**src/rtl/opdec_pkg.sv**
```systemverilog
// Shared types and constants for the operand decode pipeline: instruction
// classes, register-field positions and per-class register-read masks.
package opdec_pkg;

    typedef enum logic [1:0] {
        CLS_IMM    = 2'd0,
        CLS_MEM_BR = 2'd1,
        CLS_REG    = 2'd2
    } instr_cls_t;

    // Register fields are packed back to back from bit 0, one REG_ADDR_W slot each.
    localparam int F0_IDX = 0;
    localparam int F1_IDX = 1;
    localparam int F2_IDX = 2;

    // Read mask bit 0 = port A is a real read, bit 1 = port B is a real read.
    localparam logic [1:0] RD_A      = 2'b01;
    localparam logic [1:0] RD_B      = 2'b10;
    localparam logic [1:0] RDM_IMM   = RD_B;
    localparam logic [1:0] RDM_LOAD  = RD_A;
    localparam logic [1:0] RDM_ST_BR = RD_A | RD_B;
    localparam logic [1:0] RDM_REG   = RD_A | RD_B;

    function automatic instr_cls_t classify(input logic reg_dst, input logic mem_to_reg,
                                            input logic mem_write, input logic branch);
        if (!reg_dst)
            return CLS_IMM;
        else if (mem_to_reg | mem_write | branch)
            return CLS_MEM_BR;
        else
            return CLS_REG;
    endfunction

endpackage

```
**src/rtl/reg_scoreboard.sv**
```systemverilog
// Write-pending scoreboard: one busy bit per register, set on issue of a writer,
// cleared on writeback; a set beats a clear of the same register in one cycle.
module reg_scoreboard #(
    parameter int NUM_REGS = 4,
    parameter int AW       = $clog2(NUM_REGS)
) (
    input  logic                clk,
    input  logic                rst_n,
    input  logic                flush,
    input  logic                set_en,
    input  logic [AW-1:0]       set_addr,
    input  logic                clr_en,
    input  logic [AW-1:0]       clr_addr,
    output logic [NUM_REGS-1:0] busy
);

    logic [NUM_REGS-1:0] set_mask;
    logic [NUM_REGS-1:0] clr_mask;

    assign set_mask = set_en ? (NUM_REGS'(1) << set_addr) : '0;
    assign clr_mask = clr_en ? (NUM_REGS'(1) << clr_addr) : '0;

    always_ff @(posedge clk or negedge rst_n) begin
        if (!rst_n)
            busy <= '0;
        else if (flush)
            busy <= '0;
        else
            busy <= (busy & ~clr_mask) | set_mask;
    end

endmodule

```
**src/rtl/operand_decode_pipe.sv**
```systemverilog
// Register-field decoder with a valid/ready output register, RAW hazard stall
// against a write-pending scoreboard, flush, and a saturating stall counter.
module operand_decode_pipe
    import opdec_pkg::*;
#(
    parameter int INSTR_W    = 9,
    parameter int REG_ADDR_W = 2,
    parameter int IMM_W      = 4,
    parameter int OUT_W      = 8,
    parameter int STALL_CW   = 16
) (
    input  logic                  Clk,
    input  logic                  Reset_n,
    input  logic                  flush,
    input  logic                  in_valid,
    output logic                  in_ready,
    input  logic [INSTR_W-1:0]    mach_code,
    input  logic                  RegDst,
    input  logic                  MemtoReg,
    input  logic                  MemWrite,
    input  logic                  Branch,
    output logic                  out_valid,
    input  logic                  out_ready,
    output logic [OUT_W-1:0]      inA,
    output logic [OUT_W-1:0]      inB,
    output logic [OUT_W-1:0]      immediate,
    output logic [REG_ADDR_W-1:0] dst_addr,
    output logic                  dst_we,
    input  logic                  wb_valid,
    input  logic [REG_ADDR_W-1:0] wb_addr,
    output logic [STALL_CW-1:0]   stall_cnt
);

    localparam int NUM_REGS = 2 ** REG_ADDR_W;

    instr_cls_t            cls;
    logic [REG_ADDR_W-1:0] f0, f1, f2;
    logic [REG_ADDR_W-1:0] rd_a, rd_b;
    logic [OUT_W-1:0]      imm_d;
    logic [1:0]            rd_mask;
    logic                  we_d;
    logic [NUM_REGS-1:0]   busy;
    logic                  hazard;
    logic                  accept;
    logic                  unused_code;

    assign f0 = mach_code[F0_IDX*REG_ADDR_W +: REG_ADDR_W];
    assign f1 = mach_code[F1_IDX*REG_ADDR_W +: REG_ADDR_W];
    assign f2 = mach_code[F2_IDX*REG_ADDR_W +: REG_ADDR_W];
    assign unused_code = ^mach_code;

    always_comb begin
        cls     = classify(RegDst, MemtoReg, MemWrite, Branch);
        rd_a    = f0;
        rd_b    = f1;
        imm_d   = OUT_W'(f0);
        rd_mask = RDM_REG;
        we_d    = 1'b1;
        case (cls)
            CLS_IMM: begin
                rd_a    = f0;
                rd_b    = f2;
                imm_d   = OUT_W'(mach_code[IMM_W-1:0]);
                rd_mask = RDM_IMM;
            end
            CLS_MEM_BR: begin
                rd_a    = f1;
                rd_b    = f2;
                imm_d   = '0;
                rd_mask = MemtoReg ? RDM_LOAD : RDM_ST_BR;
                we_d    = MemtoReg;
            end
            default: ;
        endcase
    end

    // Only operands the class really reads can raise a hazard.
    assign hazard   = in_valid & ((rd_mask[0] & busy[rd_a]) | (rd_mask[1] & busy[rd_b]));
    assign in_ready = Reset_n & (!out_valid | out_ready) & !hazard & !flush;
    assign accept   = in_valid & in_ready;

    reg_scoreboard #(.NUM_REGS(NUM_REGS), .AW(REG_ADDR_W)) u_sb (
        .clk      (Clk),
        .rst_n    (Reset_n),
        .flush    (flush),
        .set_en   (accept & we_d),
        .set_addr (f0),
        .clr_en   (wb_valid),
        .clr_addr (wb_addr),
        .busy     (busy)
    );

    always_ff @(posedge Clk or negedge Reset_n) begin
        if (!Reset_n) begin
            out_valid <= 1'b0;
            inA       <= '0;
            inB       <= '0;
            immediate <= '0;
            dst_addr  <= '0;
            dst_we    <= 1'b0;
        end else if (flush) begin
            out_valid <= 1'b0;
        end else if (accept) begin
            out_valid <= 1'b1;
            inA       <= OUT_W'(rd_a);
            inB       <= OUT_W'(rd_b);
            immediate <= imm_d;
            dst_addr  <= f0;
            dst_we    <= we_d;
        end else if (out_ready) begin
            out_valid <= 1'b0;
        end
    end

    always_ff @(posedge Clk or negedge Reset_n) begin
        if (!Reset_n)
            stall_cnt <= '0;
        else if (in_valid & !in_ready & !flush & ~&stall_cnt)
            stall_cnt <= stall_cnt + 1'b1;
    end

endmodule

```
**config.mk**
```make
export PLATFORM = sky130hd
export DESIGN_NAME = operand_decode_pipe
export DESIGN_NICKNAME = d
export VERILOG_FILES = /design/src/rtl/opdec_pkg.sv /design/src/rtl/reg_scoreboard.sv /design/src/rtl/operand_decode_pipe.sv
export SDC_FILE = /design/constraint.sdc
export NUM_CORES = 1
export LEC_CHECK = 0
export CAP_MARGIN = 15
export CORE_ASPECT_RATIO = 0.9
export CORE_MARGIN = 1
export CORE_UTILIZATION = 40
export CTS_BUF_LIST = sky130_fd_sc_hd__clkbuf_16
export DETAILED_ROUTE_END_ITERATION = 16
export PLACE_DENSITY = 0.76
export SLEW_MARGIN = 20
export SYNTH_ARGS = -nofsm -noshare
export SYNTH_HDL_FRONTEND = slang
export SYNTH_SLANG_ARGS = --single-unit
```
**constraint.sdc**
```tcl
create_clock -name Clk -period 2.4 [get_ports Clk]
set_clock_uncertainty 0.2 [all_clocks]
set_input_delay 0.48 -clock Clk [delete_from_list [all_inputs] [get_ports Clk]]
set_output_delay 0.48 -clock Clk [all_outputs]
set_load 0.1 [all_outputs]
```
After elaboration in Yosys (flattened, before gate mapping). Index checks and enable logic that the tools add are counted.

Input bits: 21. Word-level logic and storage cells: 61. Bits in registers: 36. Output and inout bits: 45.

Equal/unequal tests: 1. Bitwise gates (word level): 19. Muxes and demuxes: 18. Add/sub/neg operators: 1. Reduce and logical (&&, ||, !) cells: 10. Order comparisons: 2. Shift-type cells: 2.

Operator list (number): $add A16 B1 Y16 const B (1); $reduce_and A16 Y1 (1); $mux W4 (3); $and A1 B1 Y1 (11); $mux W2 (5); $pmux W4 S2 (1); $shl A1 B2 Y4 const A (2); $lt A2 B3 Y1 const B (2); $mux W1 (6); $logic_not A1 Y1 (5); $and A4 B4 Y4 (1); $bmux W1 S2 (2); $not A4 Y4 (1); $or A1 B1 Y1 (4); $or A4 B4 Y4 (1); $pmux W2 S2 (1); $reduce_bool A3 Y1 (1); $eq A2 B1 Y1 const B (1); $logic_not A2 Y1 (1); $reduce_and A2 Y1 (1); $reduce_or A2 Y1 (1); $not A1 Y1 (1).

Depth between registers and ports, before layout.
Word-level depth: 20. Depth in mapped cells: 10. Depth with buffers taken out: 7.

Modules after synthesis. Synthesis repeated with hierarchy kept, for this count alone.

Cells, all modules: 189. Area, all modules: 1899.3 sq um.

Modules (own cells, without submodules): operand_decode_pipe (area each 1697.9 sq um, sequential area each 700.7 sq um, cells each 171, instances 1); reg_scoreboard (area each 201.4 sq um, sequential area each 100.1 sq um, cells each 18, instances 1).

Least setup slack after synthesis. No wires, ideal clock.

Path type: input -> output. Start point: in RegDst. End point: out in_ready. Setup slack: -1202 ps. Data required time: 1720 ps. Data arrival time: 2922 ps. Path buffers: 1. Stages on the path: 8. Cell sequence: buf_2 nor4b_4 mux2i_1 mux2i_1 o22ai_1 nor2_1 nor2_1 nor2_1.

Longest elaborated chain between the ends: 12. Elaborated cells on any way between the ends: 18. Those cells by class: eq/ne: 1; mux: 8; bitwise: 6; reduce/logical: 3.

Ends and longest elaborated chain: start: declaration (line operand_decode_pipe.sv:18) `input logic RegDst,`; $mux W2 (*) (line opdec_pkg.sv:26) `if (!reg_dst)`; $eq A2 B1 Y1 / $logic_not A2 Y1 (equally long branches) (line operand_decode_pipe.sv:59) `case (cls)`; $reduce_or A2 Y1 (no source line); $mux W2 (line operand_decode_pipe.sv:59); $bmux W1 S2 (line operand_decode_pipe.sv:78) `assign hazard = in_valid & ((rd_mask[0] & busy[rd_a]) | (rd_mask[1] & busy[rd_b]));`; $mux W1 (not written as such) (line operand_decode_pipe.sv:78); $and A1 B1 Y1 (line operand_decode_pipe.sv:78); $or A1 B1 Y1 (*) (line operand_decode_pipe.sv:78); $and A1 B1 Y1 (*) (line operand_decode_pipe.sv:78); $logic_not A1 Y1 (*) (line operand_decode_pipe.sv:79) `assign in_ready = Reset_n & (!out_valid | out_ready) & !hazard & !flush;`; $and A1 B1 Y1 (*) (2 in a row) (line operand_decode_pipe.sv:79); end: declaration (line operand_decode_pipe.sv:16) `output logic in_ready,`.

Mark *: on every way between the ends. The rest lies on a longest branch, timed or not. The select of a mux whose other input is x is not followed.

Worst setup path after layout.
Start point: in MemtoReg. End point: out in_ready.

Longest elaborated chain between the ends: 15. Elaborated cells on any way between the ends: 22. Those cells by class: eq/ne: 1; mux: 10; bitwise: 8; reduce/logical: 3.

Ends and longest elaborated chain: start: declaration (line operand_decode_pipe.sv:19) `input logic MemtoReg,`; $or A1 B1 Y1 (2 in a row) (line opdec_pkg.sv:28) `else if (mem_to_reg | mem_write | branch)`; $mux W2 (line opdec_pkg.sv:28); $mux W2 (line opdec_pkg.sv:26); $eq A2 B1 Y1 / $logic_not A2 Y1 (equally long branches) (line operand_decode_pipe.sv:59); $reduce_or A2 Y1 (no source line); $mux W2 (line operand_decode_pipe.sv:59); $bmux W1 S2 (line operand_decode_pipe.sv:78); $mux W1 (not written as such) (line operand_decode_pipe.sv:78); $and A1 B1 Y1 (line operand_decode_pipe.sv:78); $or A1 B1 Y1 (*) (line operand_decode_pipe.sv:78); $and A1 B1 Y1 (*) (line operand_decode_pipe.sv:78); $logic_not A1 Y1 (*) (line operand_decode_pipe.sv:79); $and A1 B1 Y1 (*) (2 in a row) (line operand_decode_pipe.sv:79).

Marked as above.

==> results by group <==
Final layout
  • Fill count: between 300 and 400
  • Fraction of layout cells with a size suffix above 1: 39.6%
  • Commonest non-fill, non-tap cell in the layout: buf_4
  • Synthesis-to-layout area growth: 45.7%
  • Nets: approximately 270
  • Finished Layout Cells: 310
  • Design Area, Final: roughly 2600 um2
  • Register area: 811 um2
  • Antenna fix cells: 0
  • Multi-input gate area: 956 um2
  • Most frequent cells in the layout: buf_4 (54), dfrtp_1 (24), conb_1 (16), xnor2_1 (14), clkdlybuf4s50_1 (12)

STA
  • RSZ-0062 raised after global routing: true
  • Worst setup margin: -0.399 ns
  • Max Slew Vio Count: 0
  • Fin crit share: 117%
  • Final hold vios: 0
  • Endpoints failing setup: 33
  • Fin Setup TNS: -6.25 ns
  • Min cycle time layout: between 2 and 3 ns
  • Max Freq: ~0.36 GHz

Place
  • DP HPWL: about 2800 um
  • DP Cell Count: roughly 300
  • Placer Congestion: ~0.87
  • Port bufs: 46
  • Post-DP Area: 2420 um2
  • Pre-CTS setup slack: -1.12 ns

Yosys
  • Synth top area cells: dfrtp_1 (44%), xnor2_1 (6.8%), buf_4 (6.6%)
  • Leading area contributor after synthesis: dfrtp_1
  • Synth async-reset ratio: between 90% and 100%
  • Ys flop type: dfrtp_1
  • #FFs+latches synth: 32
  • Yosys Warn Count: 0
  • Synth top area share: between 40% and 50%
  • Sequential-to-total area share from yosys stat: 44.2%
  • Synth unique cells: 35
  • Syn Inst Count: 173
  • Syn_area_per_cell: between 10 and 15 um2
  • Post-synth EDFFs: 0
  • Synthesized area: between 1500 and 2000 um2

Global routing
  • GRT met3 Usage: 4.12%
  • GR peak layer: met2
  • Vias in the first global route: ~1,400
  • GRT Util Overall: 17.5%
  • Met1 GRT Util: a little under a quarter
  • Global route total overflow: 0
  • Met2 usage: a little over a quarter
  • Initial antenna violation count: 0
  • First-pass GRT wire length: between 6000 and 7000 um
  • Largest net degree at the start of global routing: 33

Power and ir drop
  • Power share of the combinational group: 47.2%
  • Seq pwr share: a little under 30%
  • VDD IR max: around 0.9 mV
  • Pint: about 1300 uW
  • P_sw: 1170 uW
  • Sw Share: between 40% and 50%
  • Clock share of power: between 20% and 30%
  • Pwr Density: slightly above 900 nW/um2
  • Static Leak: roughly 0.0013 uW

Clock tree
  • H-Tree Depth: 2
  • TritonCTS Sinks: 32
  • Root Driver: clkbuf_16
  • CTS Buf Count: 5
  • Hold buffers post-CTS: 0
  • CTS tree: built
  • CTS clk-pin slew, worst paths: 0.05 ns
  • Skew-Pair Late Insertion Delay: between 0.2 and 0.3 ns
  • Max clock buf depth: 2

Routing
  • Remaining DRCs: 0
  • Detailed Route WL: around 3800 um
  • Router iterations before antenna repair: 4
  • DRT iter0 DRCs: between 40 and 50
  • Wire per inst: 12.3 um
  • Vias per Instance: between 4 and 5
  • Via Count: about 1,500
  • Post-DRT Antenna Nets: 0

Worst setup path
  • Crit path DAT: approximately 2.1 ns
  • Critical path type: in2out
  • Worst Path Required: between 1.5 and 2 ns
  • Worst Setup Start Kind: input port
  • Worst-path maximum fanout: 3
  • Crit end category: output port

Status
  • Outcome: finished, violations left
  • Failing checks: negative setup slack

Die
  • FP Rows: 22
  • Area of the die: between 4000 and 5000 um2
  • Initial Util: a little over two fifths
  • Die height: 65.9 um
  • Die width: between 70 and 80 um
  • Ports: 66
  • Core Footprint: approximately 4200 um2

Min path
  • Worst Hold Class: reg2reg

Run
  • Number of max-cap violations: 0
==> kinds of logic (layout without fill, tap and decap cells) <==
group | Yosys count | count (layout) | share of synthesized area [%]
compound gates | 22 | 22 | 9.04
xor+xnor | 14 | 14 | 6.76
fa+ha+maj | 1 | 1 | 0.690
buf+inv | 30 | 92 | 10.1
flops | 32 | 32 | 44.2
mux | 19 | 19 | 11.2
other cells | 1 | 16 | 0.207
simple gates | 54 | 54 | 17.8
==> area by class of cell <==
cell class	count	share of cell area, %
Clock inverter	3	0.474
Inverter	9	1.28
Sequential cell	32	30.7
Clock buffer	5	4.74
Timing Repair Buffer	75	23.8
Multi-Input combinational cell	126	36.2
Tap cell	60	2.84
==> Yosys cell counts (2+ instances only) <==
library cell  count
dfrtp_1          32
buf_4            16
xnor2_1          14
and3_1           11
mux2_2           10
nand4_1          10
inv_1             9
mux2i_1           9
nand3_1           8
o21ai_0           8
nand2_1           6
nor2_1            6
o41ai_1           4
and2_1            3
buf_2             3
nand2b_1          2
nor2b_1           2
o211ai_1          2
o22ai_1           2
==> layer usage <==
| layer | routed length, um | part of all wire [%] |
|---|---|---|
| met2 | 1690 | 44 |
| met5 | 0 | 0 |
| met3 | 217 | 5.7 |
| met4 | 39 | 1.0 |
| met1 | 1870 | 49 |
==> timing repair <==
action,4_1_cts,5_1_grt
resized for setup,29,2
pin swaps,6,8
endpoints found under the setup margin,33,33
buffers inserted,5,1
==> final timing paths <==
path | startpoint | depth (start not counted) | to | slack, ns
min in group asynchronous | Reset_n | 2 | u_sb.busy[0] | 0.46
setup reg to reg | stall_cnt[0] | 7 | stall_cnt[13] | 0.22
hold reg to reg | stall_cnt[8] | 1 | stall_cnt[8] | 0.28
setup / recovery | MemtoReg | 9 | in_ready | -0.40
max in group asynchronous | Reset_n | 2 | stall_cnt[7] | 1.22
hold / removal | stall_cnt[8] | 1 | stall_cnt[8] | 0.28
==> state kept, by name, indices dropped and copies added, names as in the netlist <==
name       flops
stall_cnt     16
immediate      4
u_sb.busy      4
dst_addr       2
inA            2
inB            2
dst_we         1
out_valid      1
==> power by group through the flow <==
stage	registers, uW	clock network, uW	logic (uW)
6_report	706	580	1150
5_1_grt	718	619	1190
4_1_cts	706	598	1150
3_5_place_dp	714	0	1130
3_3_place_gp	714	0	1130
2_1_floorplan	1310	0	290
==> stage by stage <==
step | total power, uW | hold slack [ns] | utilization (%)
after floorplan | 1600 | -0.0156 | -
after global placement | 1840 | 0.267 | 57.5
after detailed placement | 1850 | 0.274 | 57.5
after CTS | 2450 | 0.280 | 62.4
after global routing | 2520 | 0.289 | 62.7
final | 2430 | 0.276 | 62.7
==> worst max-delay path: stages <==
cell	delay, ns
buf_8	0.11
o31ai_4	0.31
mux2_4	0.35
or2_2	0.27
o22ai_1	0.19
nor2_1	0.08
nor2_2	0.12
nor2_4	0.05
buf_12	0.16
No activity file was read; power rests on OpenSTA's default activity.
